File: src/rtl/avst_packet_summer.sv
// Avalon-ST packet checksum: sums each input packet into SUM_W bits and emits
// the sum as SUM_W/DATA_W output beats, with one packet of overlap via a hold register.
module avst_packet_summer #(
   parameter int DATA_W    = 8,
   parameter int SUM_W     = 32,
   parameter int MSB_FIRST = 1,
   parameter int SATURATE  = 0
) (
   input  logic              clk,
   input  logic              reset,
   input  logic [DATA_W-1:0] data_in,
   input  logic              end_in,
   input  logic              valid_in,
   output logic              ready_in,
   output logic [DATA_W-1:0] data_out,
   output logic              end_out,
   output logic              valid_out,
   input  logic              ready_out,
   output logic              error_out
);

   localparam int NBEATS = SUM_W / DATA_W;
   localparam int IDX_W  = (NBEATS > 1) ? $clog2(NBEATS) : 1;

   typedef enum logic {IDLE, SEND} state_t;

   state_t             state, state_n;
   logic [SUM_W-1:0]   acc, hold_sum, sum_q, final_sum;
   logic               ovf, hold_ovf, ovf_q, held, final_ovf;
   logic [IDX_W-1:0]   idx;
   logic [SUM_W:0]     add;
   logic [DATA_W-1:0]  beat;
   logic               in_xfer, out_xfer, last_beat, load_new, load_hold;

   assign add       = {1'b0, acc} + {{(SUM_W-DATA_W+1){1'b0}}, data_in};
   assign final_sum = (SATURATE != 0 && add[SUM_W]) ? {SUM_W{1'b1}} : add[SUM_W-1:0];
   assign final_ovf = ovf | add[SUM_W];

   assign ready_in  = !held;
   assign in_xfer   = valid_in && !held;
   assign valid_out = (state == SEND);
   assign out_xfer  = valid_out && ready_out;
   assign last_beat = (idx == IDX_W'(NBEATS-1));

   always_ff @(posedge clk) begin
      if (reset) state <= IDLE;
      else       state <= state_n;
   end

   // A finishing last beat frees the serializer in the same cycle, so a parked
   // sum or a freshly ended packet reloads it with no bubble.
   always_comb begin
      state_n   = state;
      load_new  = 1'b0;
      load_hold = 1'b0;
      case (state)
         IDLE: begin
            if (in_xfer && end_in) begin
               load_new = 1'b1;
               state_n  = SEND;
            end
         end
         SEND: begin
            if (out_xfer && last_beat) begin
               if (held)                  load_hold = 1'b1;
               else if (in_xfer && end_in) load_new  = 1'b1;
               else                        state_n   = IDLE;
            end
         end
      endcase
   end

   always_ff @(posedge clk) begin
      if (reset) begin
         acc      <= '0;
         ovf      <= 1'b0;
         hold_sum <= '0;
         hold_ovf <= 1'b0;
         held     <= 1'b0;
         sum_q    <= '0;
         ovf_q    <= 1'b0;
         idx      <= '0;
      end else begin
         if (in_xfer) begin
            if (end_in) begin
               acc <= '0;
               ovf <= 1'b0;
               if (!load_new) begin
                  hold_sum <= final_sum;
                  hold_ovf <= final_ovf;
                  held     <= 1'b1;
               end
            end else begin
               acc <= final_sum;
               ovf <= final_ovf;
            end
         end
         if (load_new) begin
            sum_q <= final_sum;
            ovf_q <= final_ovf;
         end else if (load_hold) begin
            sum_q <= hold_sum;
            ovf_q <= hold_ovf;
            held  <= 1'b0;
         end
         if (load_new || load_hold) idx <= '0;
         else if (out_xfer)         idx <= last_beat ? '0 : idx + 1'b1;
      end
   end

   always_comb begin
      beat = '0;
      for (int k = 0; k < NBEATS; k++) begin
         if (idx == IDX_W'(k))
            beat = (MSB_FIRST != 0) ? sum_q[SUM_W-1-k*DATA_W -: DATA_W]
                                    : sum_q[k*DATA_W +: DATA_W];
      end
   end

   assign data_out  = valid_out ? beat : '0;
   assign end_out   = valid_out && last_beat;
   assign error_out = valid_out && last_beat && ovf_q;

endmodule

File: config.mk
export PLATFORM = sky130hd
export DESIGN_NAME = avst_packet_summer
export DESIGN_NICKNAME = d
export VERILOG_FILES = /design/src/rtl/avst_packet_summer.sv
export SDC_FILE = /design/constraint.sdc
export NUM_CORES = 1
export LEC_CHECK = 0
export BUFFER_PORTS_ARGS = -buffer_cell sky130_fd_sc_hd__buf_2
export CAP_MARGIN = 20
export CORE_UTILIZATION = 55
export CTS_CLUSTER_SIZE = 14
export DETAILED_ROUTE_END_ITERATION = 16
export HOLD_SLACK_MARGIN = 0.05
export PLACE_DENSITY = 0.84
export SYNTH_ARGS = -nofsm -noshare
export SYNTH_HDL_FRONTEND = slang
export SYNTH_SLANG_ARGS = --single-unit
File: constraint.sdc
create_clock -name clk -period 3.5 [get_ports clk]
set_input_delay 0.35 -clock clk [delete_from_list [all_inputs] [get_ports clk]]
set_output_delay 0.35 -clock clk [all_outputs]
set_load 0.01 [all_outputs]
==> results.txt <==
- Result of the run: finished clean
- Of all nets on the critical path, the largest fanout is 16.
* Clock latency on the worst-skew pair: 0.38 ns
- Per-instance average area after synthesis: 8.10 µm²
- Counting stages on the worst path, the most repeated cell is sky130_fd_sc_hd__a21oi_1.
- The library cell used most frequently in the layout, excluding fill and tap cells, is sky130_fd_sc_hd__nand2_1.
- Post-synthesis register bit count: 103
* Slowest stage cell, crit path: sky130_fd_sc_hd__dfxtp_1
- Summing every instance area after synthesis gives 5460 µm².
- For this design, the sink count on the clock tree is 103.
- The clock network is responsible for 32.3% of the overall power.
- After clock tree synthesis, the setup repair step added 0 buffers.
- Count of final hold-check violations: 0
- Clock tree root driver cell: sky130_fd_sc_hd__clkbuf_8
- STA classifies the critical path startpoint as a flop.
- The top cell type by area accounts for 37.8% of the synthesized area.
- The H-tree was split into 3 levels.
- Slew at the pin closest to its max-slew limit: 0.849 ns
* Number of remaining DRC errors: 0
* Simple-gate share of the synthesized area: 24.2%
- The share of total power dissipated in combinational logic is 12.5%.
- Routed Wire Length: 13,600 µm
- CTS clock-pin slew for the worst setup and hold paths: 0.10 ns
- In this run the power spent charging and discharging nets is 664 µW.
- Before antenna repair, the detailed router went through 5 iterations.
- Final weighted congestion in routability-driven placement: 0.884
- CTS Hold Buffers Added: 0
- Parity-gate share of the synthesized area counting xor and xnor cells: 4.49%
- Type of the worst setup path: flop to output pin
- Summed over all cells, the static leakage comes to 0.00194 µW.
* Die Outline Area: 10,300 µm²
- Highest attainable clock frequency: 0.381 GHz
- Number of nets in the layout: 689
- Adder-cell share of the synthesized area: 3.12%
* Clock tree from TritonCTS: yes
* Setup repair after global routing missed its margin: no
* R2R Setup Slk: 0.93 ns
- Pin placement for this block handled 25 I/O pins.
* Clock Skews: 0.0105 ns
- IO Port Bufs: 24
* All-layer global routing usage: 27.4%
* Sequential power share: 55.2%
- The internal portion of the total power is 1590 µW.
- For this configuration, the core starts out at a cell density of 58.0%.
- Walking the worst path, the cells encountered are inv_1 -> ha_1 -> nand3b_1 -> a21oi_1 -> a21oi_1 -> o21ai_0 -> and2_1 -> buf_2.
- Prior to clock tree synthesis, the placed netlist has a worst setup slack of 0.872 ns.
- Data on the critical path is required at its endpoint by 3.15 ns.
- In this run the vertical extent of the chip is 102 µm.
- The detailed router finished its first iteration with 408 violations.
- In the final routed layout, each cell accounts on average for 17.1 µm.
- First-pass GRT wire length: 22,000 µm
- Number of antenna diodes: 0
- Die span in x: 102 µm
- Number of global-route vias before repair: 4,537
- The initial antenna violation count came to 0.
- Counting distinct cell types in the post-synthesis netlist gives 60.
- Post-synthesis compound-gate area fraction: 25.0%
* Setup Viol. Count Final: 0
- Post-synth net total: 700
* Max clock buf depth: 2
* Prevailing post-synth register cell: sky130_fd_sc_hd__dfxtp_1
* Layout cell share with drive strength beyond 1: 11.5%
* Largest family of logic cells by synthesized area: compound AO/OA/AOI/OAI gates
- Once detail routing completed, the nets flagged for antenna violations numbered 0.
- Maximum number of pins on one net before global-route repair: 79
* DR vias/cell: 6.31
* Count of maximum capacitance violations: 0
- Yosys warns: 0
* Worst IR Drop VDD: 205 µV
- In this run the worst hold path is classified as primary input to flop.
* Sequential-to-total area share from yosys stat: 37.8%
- Power Dens Cells: 389 nW/µm²
- Cell type with the largest total area after synthesis: sky130_fd_sc_hd__dfxtp_1
- From synthesis to final layout, the design area changed by 6.37%.
* Min Clock Period, post-route: 2.63 ns
- The core region is 9420 µm².
* Endpoint kind of the worst setup timing path: output pin
- Of the total power, the share spent switching nets is 29.4%.
- STA puts the critical path data arrival time at 2.28 ns.
- Proportion of register bits with asynchronous set or reset after synthesis: 0%
- After legalization and detailed placement, the total HPWL measured 9190 µm.
* Crit-path max cell delay: 0.39 ns
* Cts bufs inserted: 9
- Of the post-synthesis cell area, the part taken by muxes is 0.733%.
- Synthesis produced 674 cells.
- Std cell rows: 35
- The routed layout has 5,028 vias.
* Max-slew violations: 0
* Period utilisation layout: 75.0%
* Number of resized instances in the post-cts repair step: 0
- Global routing finished with a remaining overflow of 0.
- Counting flops with a built-in enable in the synthesized netlist gives 0.
- Commonest cells after routing, fill and taps aside: sky130_fd_sc_hd__nand2_1, sky130_fd_sc_hd__dfxtp_1, sky130_fd_sc_hd__a21oi_1
- Fin Setup TNS: 0 ns
- In this run the tightest slew margin relative to its limit is 43.4%.
- Fin worst setup slack: 0.875 ns
- Leading post-synthesis cells by cell area: sky130_fd_sc_hd__dfxtp_1, sky130_fd_sc_hd__nand2_1, sky130_fd_sc_hd__a21oi_1
## cells by family after synthesis
kind of cell / Yosys count
flip-flops: 103
XOR/XNOR: 28
multiplexers: 4
adder cells (fa/ha/maj): 13
buffers and inverters: 62
AND/OR/NAND/NOR: 272
AO/OA/AOI/OAI: 192
## power by group through the flow
stage                     registers, µW  logic, µW  clock network [µW]
final                              1250        282                 729
after global routing               1250        310                 788
after CTS                          1250        277                 734
after detailed placement           1270        276                   0
after global placement             1270        264                   0
after floorplan                    1260        210                   0
## state kept, by name, indices dropped and copies added (netlist names)
signal	cells
acc	32
valid_out	1
ovf_q	1
hold_sum	32
ovf	1
hold_ovf	1
held	1
sum_q	32
idx	2
## worst max-delay path, delay by kind of cell, from the launching register on
family	cells	cell delay, ns
fa+ha+maj	1	0.36
flops	1	0.39
buf+inv	2	0.21
simple gates	2	0.40
compound gates	3	0.53
## worst paths after layout
path,endpoint,depth (start not counted),startpoint
max,data_out[6],8,idx[1]
min,idx[1],4,ready_out
max reg2reg,sum_q[18],6,held
min reg2reg,hold_sum[0],2,hold_sum[0]
## metrics by stage
step | hold slack (ns) | cell area [µm²] | util (%) | instances | power, µW
final | 0.443 | 5810 | 61.7 | 797 | 2260
after global routing | 0.461 | 5810 | 61.7 | 797 | 2350
after CTS | 0.444 | 5810 | 61.7 | 797 | 2260
after detailed placement | 0.449 | 5620 | 59.6 | 781 | 1550
after global placement | 0.442 | 5620 | 59.6 | 781 | 1540
after floorplan | 0.436 | 5460 | - | 674 | 1470
## cell usage after synthesis, drive strengths merged (6+ instances only)
cell      n
nor2     60
a31oi    16
a22oi     6
dfxtp   103
o21ai    20
a311oi    7
and3     14
a221oi   21
or3      11
nand3    15
a21oi    69
nor3      9
xnor2    16
buf       9
o2111a    6
clkbuf   46
a211oi   28
or3b      6
nand4     6
nand3b   19
inv       7
and2     11
nand2   109
xor2     12
ha       12
## metal layers
| metal | vias up | part of all wire, % | GRT usage, % |
|---|---|---|---|
| li1 | 2404 | - | - |
| met1 | 2391 | 44 | 37.2 |
| met3 | 21 | 6.9 | 3.45 |
| met2 | 212 | 47 | 45.0 |
| met5 | - | 0 | 0 |
| met4 | 0 | 1.9 | 9.36 |
## area by class of cell
class,count,area [µm²]
multi-input cells,509,3160
clock inverters,7,67.6
flip-flops and latches,103,2060
inverters,7,26.3
repair buffers,33,203
clock buffers,9,124
well taps,129,161
fillers,821,3610
Note: power is estimated with default switching activity, not from simulation.
